$ cat src/rtl/lbuffer.sv
// Load buffer: in-order FIFO of computed load addresses, one outstanding
// memory read at a time, sign/zero extension of returned data and a
// one-cycle broadcast on the load-buffer half of the common data bus.

package lbuffer_pkg;
    localparam int AddressWidth  = 32;
    localparam int IDWidth       = 32;
    localparam int ROBWidth      = 5;
    localparam int InstTypeWidth = 6;

    localparam logic [InstTypeWidth-1:0] NOP = 6'd0;
    localparam logic [InstTypeWidth-1:0] LB  = 6'd10;
    localparam logic [InstTypeWidth-1:0] LH  = 6'd11;
    localparam logic [InstTypeWidth-1:0] LW  = 6'd12;
    localparam logic [InstTypeWidth-1:0] LBU = 6'd13;
    localparam logic [InstTypeWidth-1:0] LHU = 6'd14;
endpackage

module lbuffer
    import lbuffer_pkg::*;
#(
    parameter int LBCount = 8,
    parameter int LBWidth = 3
) (
    input  logic                     clk_in,
    input  logic                     rst_in,
    input  logic                     rdy_in,
    input  logic [AddressWidth-1:0]  addrunit_lbuffer_addr_in,
    input  logic [ROBWidth-1:0]      addrunit_lbuffer_dest_in,
    input  logic [InstTypeWidth-1:0] addrunit_lbuffer_opcode_in,
    output logic                     lbuffer_rs_rdy_out,
    output logic                     lbuffer_mc_en_out,
    output logic [AddressWidth-1:0]  lbuffer_mc_addr_out,
    output logic [1:0]               lbuffer_mc_size_out,
    input  logic                     mc_lbuffer_rdy_in,
    input  logic [31:0]              mc_lbuffer_data_in,
    input  logic                     rob_lbuffer_rst_in,
    output logic [ROBWidth-1:0]      cdb_lbuffer_b_out,
    output logic [IDWidth-1:0]       cdb_lbuffer_result_out
);

    localparam logic [LBWidth:0] COUNT_MAX = (LBWidth+1)'(LBCount);

    typedef enum logic [1:0] {
        ST_IDLE    = 2'd0,
        ST_WAIT    = 2'd1,
        ST_DISCARD = 2'd2
    } state_t;

    // Access size seen by the memory controller: 0 byte, 1 half, 2 word.
    function automatic logic [1:0] size_of(input logic [InstTypeWidth-1:0] op);
        logic [1:0] sz;
        case (op)
            LB, LBU: sz = 2'd0;
            LH, LHU: sz = 2'd1;
            LW:      sz = 2'd2;
            default: sz = 2'd0;
        endcase
        return sz;
    endfunction

    // Sign/zero extension of LSB-aligned raw read data.
    function automatic logic [31:0] extend(input logic [InstTypeWidth-1:0] op,
                                           input logic [31:0] data);
        logic [31:0] res;
        case (op)
            LB:      res = {{24{data[7]}}, data[7:0]};
            LBU:     res = {24'd0, data[7:0]};
            LH:      res = {{16{data[15]}}, data[15:0]};
            LHU:     res = {16'd0, data[15:0]};
            LW:      res = data;
            default: res = data;
        endcase
        return res;
    endfunction

    logic [AddressWidth-1:0]  addr_mem_r [LBCount];
    logic [ROBWidth-1:0]      dest_mem_r [LBCount];
    logic [InstTypeWidth-1:0] op_mem_r   [LBCount];

    logic [LBWidth-1:0]      head_r, tail_r;
    logic [LBWidth:0]        count_r;
    state_t                  state_r;
    logic                    mc_en_r;
    logic [AddressWidth-1:0] mc_addr_r;
    logic [1:0]              mc_size_r;
    logic [ROBWidth-1:0]     cdb_b_r;
    logic [IDWidth-1:0]      cdb_result_r;

    logic                    enq_s, pop_s;
    logic [LBWidth-1:0]      head_nxt_s, tail_nxt_s;
    logic [LBWidth:0]        count_nxt_s;
    state_t                  state_nxt_s;
    logic                    mc_en_nxt_s;
    logic [AddressWidth-1:0] mc_addr_nxt_s;
    logic [1:0]              mc_size_nxt_s;
    logic [ROBWidth-1:0]     cdb_b_nxt_s;
    logic [IDWidth-1:0]      cdb_result_nxt_s;

    // Two loads may already be travelling RS -> address unit, so keep three free slots.
    assign lbuffer_rs_rdy_out     = ((COUNT_MAX - count_r) >= (LBWidth+1)'(3));
    assign lbuffer_mc_en_out      = mc_en_r;
    assign lbuffer_mc_addr_out    = mc_addr_r;
    assign lbuffer_mc_size_out    = mc_size_r;
    assign cdb_lbuffer_b_out      = cdb_b_r;
    assign cdb_lbuffer_result_out = cdb_result_r;

    // Next-state, memory request, broadcast and pointer computation.
    always_comb begin
        pop_s            = 1'b0;
        state_nxt_s      = state_r;
        mc_en_nxt_s      = mc_en_r;
        mc_addr_nxt_s    = mc_addr_r;
        mc_size_nxt_s    = mc_size_r;
        cdb_b_nxt_s      = {ROBWidth{1'b0}};
        cdb_result_nxt_s = cdb_result_r;

        // A full-buffer enqueue is dropped; a flush discards any same-cycle enqueue.
        if ((addrunit_lbuffer_opcode_in != NOP) && (count_r != COUNT_MAX) &&
            !rob_lbuffer_rst_in) begin
            enq_s = 1'b1;
        end else begin
            enq_s = 1'b0;
        end

        case (state_r)
            ST_IDLE: begin
                if (!rob_lbuffer_rst_in && (count_r != {(LBWidth+1){1'b0}})) begin
                    mc_en_nxt_s   = 1'b1;
                    mc_addr_nxt_s = addr_mem_r[head_r];
                    mc_size_nxt_s = size_of(op_mem_r[head_r]);
                    state_nxt_s   = ST_WAIT;
                end else begin
                    state_nxt_s   = ST_IDLE;
                end
            end
            ST_WAIT: begin
                if (mc_lbuffer_rdy_in) begin
                    mc_en_nxt_s = 1'b0;
                    state_nxt_s = ST_IDLE;
                    // A flush arriving with the data still retires the read, silently.
                    if (!rob_lbuffer_rst_in) begin
                        pop_s            = 1'b1;
                        cdb_b_nxt_s      = dest_mem_r[head_r];
                        cdb_result_nxt_s = extend(op_mem_r[head_r], mc_lbuffer_data_in);
                    end else begin
                        pop_s            = 1'b0;
                    end
                end else if (rob_lbuffer_rst_in) begin
                    // The controller needs the request held until it is served.
                    state_nxt_s = ST_DISCARD;
                end else begin
                    state_nxt_s = ST_WAIT;
                end
            end
            ST_DISCARD: begin
                if (mc_lbuffer_rdy_in) begin
                    mc_en_nxt_s = 1'b0;
                    state_nxt_s = ST_IDLE;
                end else begin
                    state_nxt_s = ST_DISCARD;
                end
            end
            default: begin
                mc_en_nxt_s = 1'b0;
                state_nxt_s = ST_IDLE;
            end
        endcase

        if (rob_lbuffer_rst_in) begin
            head_nxt_s  = {LBWidth{1'b0}};
            tail_nxt_s  = {LBWidth{1'b0}};
            count_nxt_s = {(LBWidth+1){1'b0}};
        end else begin
            head_nxt_s  = head_r + {{(LBWidth-1){1'b0}}, pop_s};
            tail_nxt_s  = tail_r + {{(LBWidth-1){1'b0}}, enq_s};
            count_nxt_s = count_r + {{LBWidth{1'b0}}, enq_s} - {{LBWidth{1'b0}}, pop_s};
        end
    end

    // Control and output registers; reset wins over the global enable.
    always_ff @(posedge clk_in) begin
        if (rst_in) begin
            head_r       <= {LBWidth{1'b0}};
            tail_r       <= {LBWidth{1'b0}};
            count_r      <= {(LBWidth+1){1'b0}};
            state_r      <= ST_IDLE;
            mc_en_r      <= 1'b0;
            mc_addr_r    <= {AddressWidth{1'b0}};
            mc_size_r    <= 2'd0;
            cdb_b_r      <= {ROBWidth{1'b0}};
            cdb_result_r <= {IDWidth{1'b0}};
        end else if (rdy_in) begin
            head_r       <= head_nxt_s;
            tail_r       <= tail_nxt_s;
            count_r      <= count_nxt_s;
            state_r      <= state_nxt_s;
            mc_en_r      <= mc_en_nxt_s;
            mc_addr_r    <= mc_addr_nxt_s;
            mc_size_r    <= mc_size_nxt_s;
            cdb_b_r      <= cdb_b_nxt_s;
            cdb_result_r <= cdb_result_nxt_s;
        end
    end

    // FIFO entry storage written at the tail; contents need no reset.
    always_ff @(posedge clk_in) begin
        if (!rst_in && rdy_in && enq_s) begin
            addr_mem_r[tail_r] <= addrunit_lbuffer_addr_in;
            dest_mem_r[tail_r] <= addrunit_lbuffer_dest_in;
            op_mem_r[tail_r]   <= addrunit_lbuffer_opcode_in;
        end
    end

endmodule

$ cat config.mk
export PLATFORM = sky130hd
export DESIGN_NAME = lbuffer
export DESIGN_NICKNAME = d
export VERILOG_FILES = /design/src/rtl/lbuffer.sv
export SDC_FILE = /design/constraint.sdc
export NUM_CORES = 1
export LEC_CHECK = 0
export CAP_MARGIN = 20
export CORE_AREA = 2 2 202 204
export CTS_BUF_LIST = sky130_fd_sc_hd__clkbuf_4
export CTS_CLUSTER_DIAMETER = 40
export CTS_CLUSTER_SIZE = 16
export DETAILED_ROUTE_END_ITERATION = 12
export DIE_AREA = 0 0 204 206
export DONT_BUFFER_PORTS = 1
export PLACE_DENSITY_LB_ADDON = 0.08
export SYNTH_ARGS = -nofsm -noshare
export SYNTH_HDL_FRONTEND = slang
export SYNTH_SLANG_ARGS = --single-unit
$ cat constraint.sdc
create_clock -name clk_in -period 6.75 [get_ports clk_in]
set_input_delay 1.0125 -clock clk_in [delete_from_list [all_inputs] [get_ports clk_in]]
set_output_delay 1.0125 -clock clk_in [all_outputs]
set_load 0.1 [all_outputs]
==> impl_metrics.env, run 1 <==
export IMPL_syn_area_sq_mm=0.0165
export IMPL_synth_seq_cells=431
export IMPL_post_cts_buffers=0
export IMPL_power_density_mw_per_mm2=273
export IMPL_setup_slack_ns=3.13
export IMPL_port_buffer_count=0
export IMPL_reg2reg_from="count_r[2]$_SDFFE_PP0P_"
export IMPL_finalSetupTns_ns=0
export IMPL_synth_warning_count=0
export IMPL_cts_root_buf="clkbuf_4"
export IMPL_post_dp_hpwl_mm=20.4
export IMPL_start_util_pct=41.1
export IMPL_die_h_um=206
export IMPL_synth_area_leaders="edfxtp_1 (63%), mux4_2 (11%), dfxtp_1 (11%)"
export IMPL_syn_inst=921
export IMPL_drtIter0Drc=474
export IMPL_ys_flop_type="edfxtp_1"
export IMPL_fin_crit_ns=3.62
export IMPL_synth_top_area_share_pct=62.6
export IMPL_gr_usage_all_layers_pct=17.2
export IMPL_dieArea_sq_mm=0.0420
export IMPL_async_reset_ff_share_pct=0
export IMPL_multi_input_area_sq_mm=0.00424
export IMPL_ys_types=54
export IMPL_fmax_mhz=277
export IMPL_endpoint_kind="flop"
export IMPL_drtPass1Iterations=6
export IMPL_status="completed"
export IMPL_reg2regPathDepth=7
export IMPL_synthToLayoutAreaGrowth_pct=10.6
export IMPL_tightest_slew_ns=1.03
export IMPL_endpoint="addr_mem_r[2][6]$_DFFE_PP_"
export IMPL_period_share_pct=53.6
export IMPL_clockBufferDepth=3
export IMPL_ff2ff_setup_slack_ns=3.13
export IMPL_grt_pass1_vias=8848
export IMPL_grt_ovfl_total=0
export IMPL_hold_class="primary input to flop"
export IMPL_finalNetCount=1052
export IMPL_h_tree_depth=3
export IMPL_synth_edff_count=344
export IMPL_coreArea_sq_mm=0.0402
export IMPL_ant_nets=0
export IMPL_n_fill_cell=3503
export IMPL_via_per_inst=5.34
export IMPL_p_int_uw=3860
export IMPL_ys_seq_area_share_pct=73.1
export IMPL_synth_fp_nets=1017
export IMPL_pwr_share_clk_pct=40.1
export IMPL_cts_tree="yes"
export IMPL_cp_max_fo=24
export IMPL_fp_row_count=74
export IMPL_cts_buffers=66
export IMPL_p_seq_share_pct=58.7
export IMPL_swShare_pct=22.7
export IMPL_grt_max_degree=87
export IMPL_synth_top_cell_by_area="edfxtp_1"
export IMPL_startpoint="count_r[2]$_SDFFE_PP0P_"
export IMPL_cts_sinks=431
export IMPL_vdd_ir_drop_max_uv=210
export IMPL_critPathKind="flop to flop"
export IMPL_gp_congestion=0.789
export IMPL_slew_violations=0
export IMPL_reg2reg_to="addr_mem_r[2][6]$_DFFE_PP_"
export IMPL_rsz0062_at_grt="no"
export IMPL_routedWlPerCell_um=22.5
export IMPL_dp_slack_ns=2.81
export IMPL_synth_area_per_cell_sq_um=17.9
export IMPL_finalClockSkew_ns=0.0551
export IMPL_clkLatencyLatePin_ns=0.78
export IMPL_p_leak_uw=0.00559
export IMPL_antenna_found_initial=1
export IMPL_startpoint_type="flop"
export IMPL_max_slew_margin_rel_pct=31.0
export IMPL_ios=153
export IMPL_drv_cap=0
export IMPL_power_switching_uw=1130
export IMPL_combPwrFrac_pct=1.2
export IMPL_cp_data_arrival_time_ns=4.01
export IMPL_hold_viol_final=0
export IMPL_drcViolationCount=0
export IMPL_finalSetupViolCount=0
export IMPL_cts_resized=0
export IMPL_cp_required_ns=7.14
export IMPL_ff_latch_area_sq_mm=0.0121
export IMPL_drive_gt1_share_pct=25.0
export IMPL_hold_buffers=0
export IMPL_routed_wl_mm=34.8
export IMPL_num_vias=8236
export IMPL_grt_pass1_wl_mm=53.3
export IMPL_die_width_um=204
export IMPL_final_util_pct=45.4
export IMPL_path_clk_slew_ns=0.13
-- worst max-delay path, stage by stage, from the launching register on --
cell      delay, ns
dfxtp_1        0.39
inv_1          0.14
ha_1           0.22
a221oi_1       0.50
inv_1          0.13
or4_1          0.61
nor2_4         0.78
buf_4          0.48
-- flip-flops by register name, summed over array words and instances, names as in the netlist, named ones only --
register	count
addr_mem_r	256
dest_mem_r	40
state_r	2
lbuffer_mc_size_out	2
cdb_lbuffer_b_out	5
lbuffer_mc_addr_out	32
tail_r	3
op_mem_r	48
head_r	3
count_r	4
lbuffer_mc_en_out	1
cdb_lbuffer_result_out	32
-- metal layers --
layer	track usage (%)	up-vias	routed length [um]	part of all wire (%)
met1	21.2	4188	14400	41
met5	0	-	0	0
li1	-	3745	-	-
met3	5.03	55	2710	7.8
met2	28.7	248	16800	48
met4	6.52	0	830	2.4
-- synth_stat cells, drive strengths merged, types with 4 or more instances --
| cell type | count |
|---|---|
| edfxtp | 344 |
| nor2 | 100 |
| dfxtp | 87 |
| mux4 | 84 |
| a211oi | 57 |
| nand2 | 47 |
| mux2i | 41 |
| clkbuf | 34 |
| a21oi | 28 |
| buf | 16 |
| ha | 15 |
| inv | 10 |
| nand2b | 6 |
| nor2b | 5 |
| nor3 | 4 |
-- power by group through the flow --
stage / Clock, uW / Combinational, uW / Sequential (uW)
after floorplan: 0 / 55.4 / 2990
after global placement: 0 / 61.8 / 2990
after detailed placement: 0 / 62.8 / 2990
after CTS: 2080 / 63.3 / 2930
after global routing: 2190 / 69.5 / 2930
final: 2000 / 61.6 / 2930
-- area by class of cell --
cell class                 count  area share, %
clock inverter                45           2.96
antenna                        1         0.0137
tap                          532           3.65
sequential                   431           66.2
inverter                      10          0.206
timing repair buffer          17          0.699
clock buffer                  76           3.12
multi-input combinational    430           23.2
-- cells by family after synthesis --
kind of cell / share of synthesized area, %
XOR/XNOR: 0.212
AND/OR/NAND/NOR: 4.58
AO/OA/AOI/OAI: 4.83
flip-flops: 73.1
buffers and inverters: 1.63
adder cells (fa/ha/maj): 1.26
multiplexers: 14.3
-- stage by stage --
stage,std cells,power (uW),hold WS (ns),instance area (sq um)
floorplan,921,3040,0.514,16500
finish,1542,4990,0.314,18300
global route,1542,5190,0.241,18300
detailed placement,1420,3050,0.544,17100
CTS,1541,5070,0.223,18300
global placement,1420,3050,0.543,17100
-- cell usage in the layout (no fill, tap or decap), types with 2 or more instances in the layout --
cell        count
dfxtp_4         2
and3_1          2
clkinv_1        3
a21oi_1        28
nor2_4          6
mux2i_1        39
clkinv_2        8
nand3_1         3
o22ai_1         2
a31oi_1         2
buf_4          17
inv_8           5
clkbuf_4       76
clkinv_4        4
a211oi_2       10
a211oi_1       47
bufinv_16       9
o21ai_0         2
mux4_2         81
nor3_2          4
mux4_1          3
xor2_1          2
nor2b_1         5
xnor2_1         2
clkinvlp_4      4
dfxtp_1        84
inv_6          10
mux2_2          2
nand2b_1        6
edfxtp_1      344
nand4_1         3
ha_1           15
nor2_1         94
inv_1          10
nand2_1        47
nor4_1          2
-- worst min path at each step --
stage,from,end,slack [ns],cells after the start
6_report,addrunit_lbuffer_addr_in[2],addr_mem_r[0][2]$_DFFE_PP_,0.31,0
5_1_grt,addrunit_lbuffer_addr_in[2],addr_mem_r[1][2]$_DFFE_PP_,0.24,0
4_1_cts,addrunit_lbuffer_addr_in[1],addr_mem_r[6][1]$_DFFE_PP_,0.22,0
3_5_place_dp,state_r[0]$_SDFFE_PP0P_,state_r[0]$_SDFFE_PP0P_,0.54,2
3_3_place_gp,state_r[0]$_SDFFE_PP0P_,state_r[0]$_SDFFE_PP0P_,0.54,2
2_1_floorplan,state_r[1]$_SDFFE_PP0P_,state_r[1]$_SDFFE_PP0P_,0.51,2
No activity file was read; power rests on OpenSTA's default activity.
==> run 2, diff against run 1 <==
Clock period 6.75 ns to 3.3 ns, I/O delays scaled along.
==> run 2 against run 1 <==
Net effect: utilization up 2.8 points; flip-flop and latch count unchanged; via count up 5.0%; final cell count up 5.6%; clock power up 110%; wire length up 6.0%; critical path type is now flop to primary output.
==> impl_metrics.env, run 2 (same netlist as run 1, synthesis figures left out) <==
export IMPL_finalInstanceArea_sq_mm=0.0194
export IMPL_endpoint_kind="primary output"
export IMPL_p_leak_uw=0.00604
export IMPL_post_dp_hpwl_mm=21.4
export IMPL_coreArea_sq_mm=0.0402
export IMPL_routed_wl_mm=36.8
export IMPL_gr_usage_all_layers_pct=18.0
export IMPL_grt_max_degree=85
export IMPL_reg_largest_list="addr_mem_r (256), op_mem_r (48), dest_mem_r (40)"
export IMPL_ff_latch_area_sq_mm=0.0121
export IMPL_port_buffer_count=0
export IMPL_drtPass1Iterations=4
export IMPL_n_fill_cell=3406
export IMPL_finalClockSkew_ns=0.0410
export IMPL_die_width_um=204
export IMPL_hold_ws_ns=0.0588
export IMPL_drcViolationCount=0
export IMPL_grt_ovfl_total=0
export IMPL_reg2reg_from="count_r[2]$_SDFFE_PP0P_"
export IMPL_rsz0062_at_grt="no"
export IMPL_cts_buffers=57
export IMPL_ant_nets=0
export IMPL_hp_start="rst_in"
export IMPL_die_h_um=206
export IMPL_start_util_pct=41.1
export IMPL_clkLatencyLatePin_ns=0.83
export IMPL_cts_root_buf="clkbuf_4"
export IMPL_holdPathStages=2
export IMPL_synthToLayoutAreaGrowth_pct=17.4
export IMPL_cp_required_ns=2.80
export IMPL_multi_input_area_sq_mm=0.00424
export IMPL_cp_max_fo=5
export IMPL_post_cts_buffers=0
export IMPL_startpoint_type="flop"
export IMPL_clockBufferDepth=3
export IMPL_hold_end="cdb_lbuffer_b_out[3]$_SDFFE_PP0P_"
export IMPL_cp_data_arrival_time_ns=2.51
export IMPL_routedWlPerCell_um=22.6
export IMPL_grt_pass1_wl_mm=55.5
export IMPL_dpl_cell_area_sq_mm=0.0174
export IMPL_slew_violations=0
export IMPL_cts_tree="yes"
export IMPL_drv_cap=0
export IMPL_fin_crit_ns=3.01
export IMPL_gp_congestion=0.790
export IMPL_reg2regPathDepth=7
export IMPL_dieArea_sq_mm=0.0420
export IMPL_layout_common_cells="edfxtp_1 (344), nor2_1 (94), dfxtp_1 (84)"
export IMPL_via_per_inst=5.31
export IMPL_critPathKind="flop to primary output"
export IMPL_power_density_mw_per_mm2=538
export IMPL_finalSetupViolCount=0
export IMPL_status="completed"
export IMPL_fmax_mhz=332
export IMPL_antenna_found_initial=5
export IMPL_largest_register="addr_mem_r"
export IMPL_hold_viol_final=0
export IMPL_final_common_cell="edfxtp_1"
export IMPL_period_share_pct=91.2
export IMPL_tightest_slew_ns=1.07
export IMPL_h_tree_depth=2
export IMPL_num_vias=8647
export IMPL_reg2reg_to="addr_mem_r[2][11]$_DFFE_PP_"
export IMPL_cts_sinks=431
export IMPL_startpoint="count_r[1]$_SDFFE_PP0P_"
export IMPL_ff2ff_setup_slack_ns=0.30
export IMPL_max_slew_margin_rel_pct=28.3
export IMPL_drive_gt1_share_pct=23.5
export IMPL_ios=153
export IMPL_hold_class="primary input to flop"
export IMPL_grt_pass1_vias=9077
export IMPL_largest_register_ffs=256
export IMPL_path_clk_slew_ns=0.13
export IMPL_vdd_ir_drop_max_uv=320
export IMPL_finalNetCount=1140
export IMPL_fp_row_count=74
export IMPL_drtIter0Drc=568
## run 2: area by class of cell
cell class | count | area share [%]
sequential | 431 | 62.3
multi-input combinational | 430 | 21.9
timing repair buffer | 114 | 6.26
tap | 532 | 3.44
clock inverter | 46 | 3.41
clock buffer | 62 | 2.40
inverter | 10 | 0.194
antenna | 4 | 0.0517
## run 2: worst max-delay path by stage
stage                                              to  slack (ns)  cells past startpoint
after global routing               lbuffer_rs_rdy_out        0.09                      7
final                              lbuffer_rs_rdy_out        0.29                      7
after detailed placement  addr_mem_r[2][30]$_DFFE_PP_        0.33                      7
after floorplan            addr_mem_r[6][0]$_DFFE_PP_       -0.58                      5
after CTS                          lbuffer_rs_rdy_out        0.19                      7
after global placement     addr_mem_r[2][9]$_DFFE_PP_        0.42                      7
## run 2: timing repair
action                                  4_1_cts  5_1_grt
resized for setup                             0        0
endpoints found under the setup margin        0        0
hold buffers                                 81        0
endpoints found under the hold margin       431        0
## run 2: report_power, final
| part | switching, uW | leakage, uW | internal [uW] |
|---|---|---|---|
| Combinational | 166 | 0.00163 | 122 |
| Clock | 2190 | 0.000603 | 1960 |
| Sequential | 107 | 0.00380 | 5880 |
| Total | 2460 | 0.00604 | 7970 |
## run 2: routing by layer
layer	GRT usage, %	share of wire, %
met4	5.41	2.4
met2	30.9	50
met3	4.53	6.7
met1	22.5	41
met5	0	0.035
## run 2: per-stage QoR
step                      total power (uW)  setup slack [ns]  setup TNS, ns  util [%]  instances
final                                10400             0.291              0      48.2       1629
after global routing                 10800            0.0915              0      48.2       1629
after CTS                            10600             0.186              0      48.2       1625
after detailed placement              6250             0.326              0      43.3       1436
after global placement                6250             0.423              0      43.3       1436
after floorplan                       6230            -0.580        -126.75         -        921
## run 2: critical path, cell delays in order, from the launching register on
cell	delay, ns
dfxtp_1	0.44
inv_1	0.16
ha_1	0.27
xnor2_1	0.13
nand3_1	0.11
a21oi_1	0.08
a41oi_2	0.16
buf_4	0.32
==> run 3, diff against run 2 <==
Settings changed: ABC_AREA from default to 0, CORE_AREA 2 2 202 204 to 2 2 174 176, DIE_AREA 0 0 204 206 to 0 0 176 178.
==> run 3 against run 2 <==
Net effect: critical path depth is the same; via count shrank 0.49%; sequential power is essentially flat; flip-flop and latch count is the same; clock-buffer cell count shrank 8; final area shrank 3.4%; die area shrank 25%; clock skew grew 0.0032 ns; global-route usage grew 4.5 points; combinational power shrank 1%; critical endpoint is now op_mem_r[0][4]$_DFFE_PP_.
==> impl_metrics.env, run 3 (same netlist as run 1, synthesis figures left out) <==
export IMPL_path_clk_slew_ns=0.14
export IMPL_drtPass1Iterations=7
export IMPL_gr_usage_all_layers_pct=22.5
export IMPL_grt_pass1_wl_mm=52.5
export IMPL_gp_congestion=0.793
export IMPL_endpoint_kind="flop"
export IMPL_cts_tree="yes"
export IMPL_start_util_pct=56.1
export IMPL_fin_crit_ns=2.93
export IMPL_final_util_pct=63.6
export IMPL_h_tree_depth=2
export IMPL_critical_path_top_delay_family="simple AND/OR/NAND/NOR gates"
export IMPL_grt_ovfl_total=0
export IMPL_post_dp_hpwl_mm=19.6
export IMPL_cp_max_fo=20
export IMPL_clkLatencyLatePin_ns=0.73
export IMPL_path_cells="inv_1, ha_1, a221oi_1, inv_1, or4_1, nor3_4, buf_4"
export IMPL_holdPathStages=3
export IMPL_drv_cap=0
export IMPL_antenna_found_initial=4
export IMPL_largest_register_ffs=256
export IMPL_drtIter0Drc=694
export IMPL_hp_start="rob_lbuffer_rst_in"
export IMPL_hold_viol_final=0
export IMPL_report_power_total_uw=9220
export IMPL_cts_sinks=431
export IMPL_status="completed"
export IMPL_die_width_um=176
export IMPL_fmax_mhz=342
export IMPL_reg2regPathDepth=7
export IMPL_p_leak_uw=0.00579
export IMPL_port_buffer_count=0
export IMPL_worst_path_largest_cell_delay_ns=0.61
export IMPL_grt_max_degree=85
export IMPL_synthToLayoutAreaGrowth_pct=13.4
export IMPL_grt_pass1_vias=9094
export IMPL_num_vias=8605
export IMPL_coreArea_sq_mm=0.0294
export IMPL_routed_wl_mm=34.5
export IMPL_fp_row_count=63
export IMPL_startpoint_type="flop"
export IMPL_cp_data_arrival_time_ns=3.30
export IMPL_ant_nets=0
export IMPL_routedWlPerCell_um=23.6
export IMPL_hold_class="primary input to flop"
export IMPL_finalNetCount=1126
export IMPL_vdd_ir_drop_max_uv=383
export IMPL_max_slew_margin_rel_pct=24.1
export IMPL_ff2ff_setup_slack_ns=0.37
export IMPL_critPathKind="flop to flop"
export IMPL_finalSetupTns_ns=0
export IMPL_crit_buf_inv=3
export IMPL_reg2reg_from="count_r[2]$_SDFFE_PP0P_"
export IMPL_hold_end="tail_r[2]$_SDFFE_PP0P_"
export IMPL_tightest_slew_ns=1.14
export IMPL_power_density_mw_per_mm2=493
export IMPL_dieArea_sq_mm=0.0313
export IMPL_dp_cells=1291
export IMPL_reg_largest_list="addr_mem_r (256), op_mem_r (48), dest_mem_r (40)"
export IMPL_hold_ws_ns=0.0980
export IMPL_die_h_um=178
export IMPL_rsz0062_at_grt="no"
export IMPL_drive_gt1_share_pct=21.5
export IMPL_reg2reg_to="op_mem_r[0][4]$_DFFE_PP_"
export IMPL_via_per_inst=5.89
export IMPL_post_cts_buffers=0
export IMPL_clockBufferDepth=3
export IMPL_cp_common_cell="inv_1"
export IMPL_finalSetupViolCount=0
export IMPL_cts_buffers=47
export IMPL_crit_slowest_cell="or4_1"
export IMPL_finalClockSkew_ns=0.0443
export IMPL_cts_root_buf="clkbuf_4"
export IMPL_period_share_pct=88.7
export IMPL_final_common_cell="edfxtp_1"
export IMPL_ios=153
export IMPL_cp_required_ns=3.67
export IMPL_drcViolationCount=0
export IMPL_stdcell_count=1460
export IMPL_slew_violations=0
export IMPL_largest_register="addr_mem_r"
export IMPL_layout_common_cells="edfxtp_1 (344), nor2_1 (94), dfxtp_1 (84)"
[run 3: cell type report]
cell class                 count  area (sq um)
antenna                        2          5.00
clock buffer                  54           405
clock inverter                33           295
fill                        2070         10700
inverter                      10          37.5
multi-input combinational    430          4240
sequential                   431         12100
tap                          390           488
timing repair buffer         110          1160
[run 3: report_power, final]
group,total (uW),internal (uW),switching (uW)
Combinational,283,122,162
Clock,2940,1060,1880
Sequential,5990,5890,107
Total,9220,7060,2150
[run 3: stage by stage]
stage	worst slack (ns)	cell area, sq um
CTS	0.340	18700
floorplan	-0.580	16500
global route	0.200	18700
finish	0.373	18700
detailed placement	0.386	17200
global placement	0.450	17200
[run 3: timing repair]
item	in CTS	in global routing
hold endpoints to repair	431	0
hold buffers	80	0
gates resized for setup	0	0
[run 3: worst max-delay path by stage]
stage | from | to | slack [ns] | cells after the start
6_report | count_r[2]$_SDFFE_PP0P_ | op_mem_r[0][4]$_DFFE_PP_ | 0.37 | 7
3_3_place_gp | count_r[2]$_SDFFE_PP0P_ | addr_mem_r[6][30]$_DFFE_PP_ | 0.45 | 7
5_1_grt | count_r[2]$_SDFFE_PP0P_ | dest_mem_r[0][0]$_DFFE_PP_ | 0.20 | 7
4_1_cts | count_r[1]$_SDFFE_PP0P_ | lbuffer_rs_rdy_out | 0.34 | 7
2_1_floorplan | rdy_in | addr_mem_r[6][0]$_DFFE_PP_ | -0.58 | 5
3_5_place_dp | count_r[2]$_SDFFE_PP0P_ | addr_mem_r[0][15]$_DFFE_PP_ | 0.39 | 7
[run 3: metal layers]
metal | share of wire [%] | global-route usage, % | wire length (um) | vias up
li1 | - | - | - | 3895
met5 | 0.032 | 0 | 11 | -
met2 | 51 | 39.1 | 17400 | 312
met1 | 40 | 28.8 | 13800 | 4341
met4 | 2.1 | 6.03 | 709 | 2
met3 | 7.4 | 5.09 | 2540 | 55
[run 3: worst register-to-register path: stages, from the launching register on]
cell and delay, ns:
dfxtp_1 0.39, inv_1 0.13, ha_1 0.23, a221oi_1 0.49, inv_1 0.12, or4_1 0.61, nor3_4 0.25, buf_4 0.37
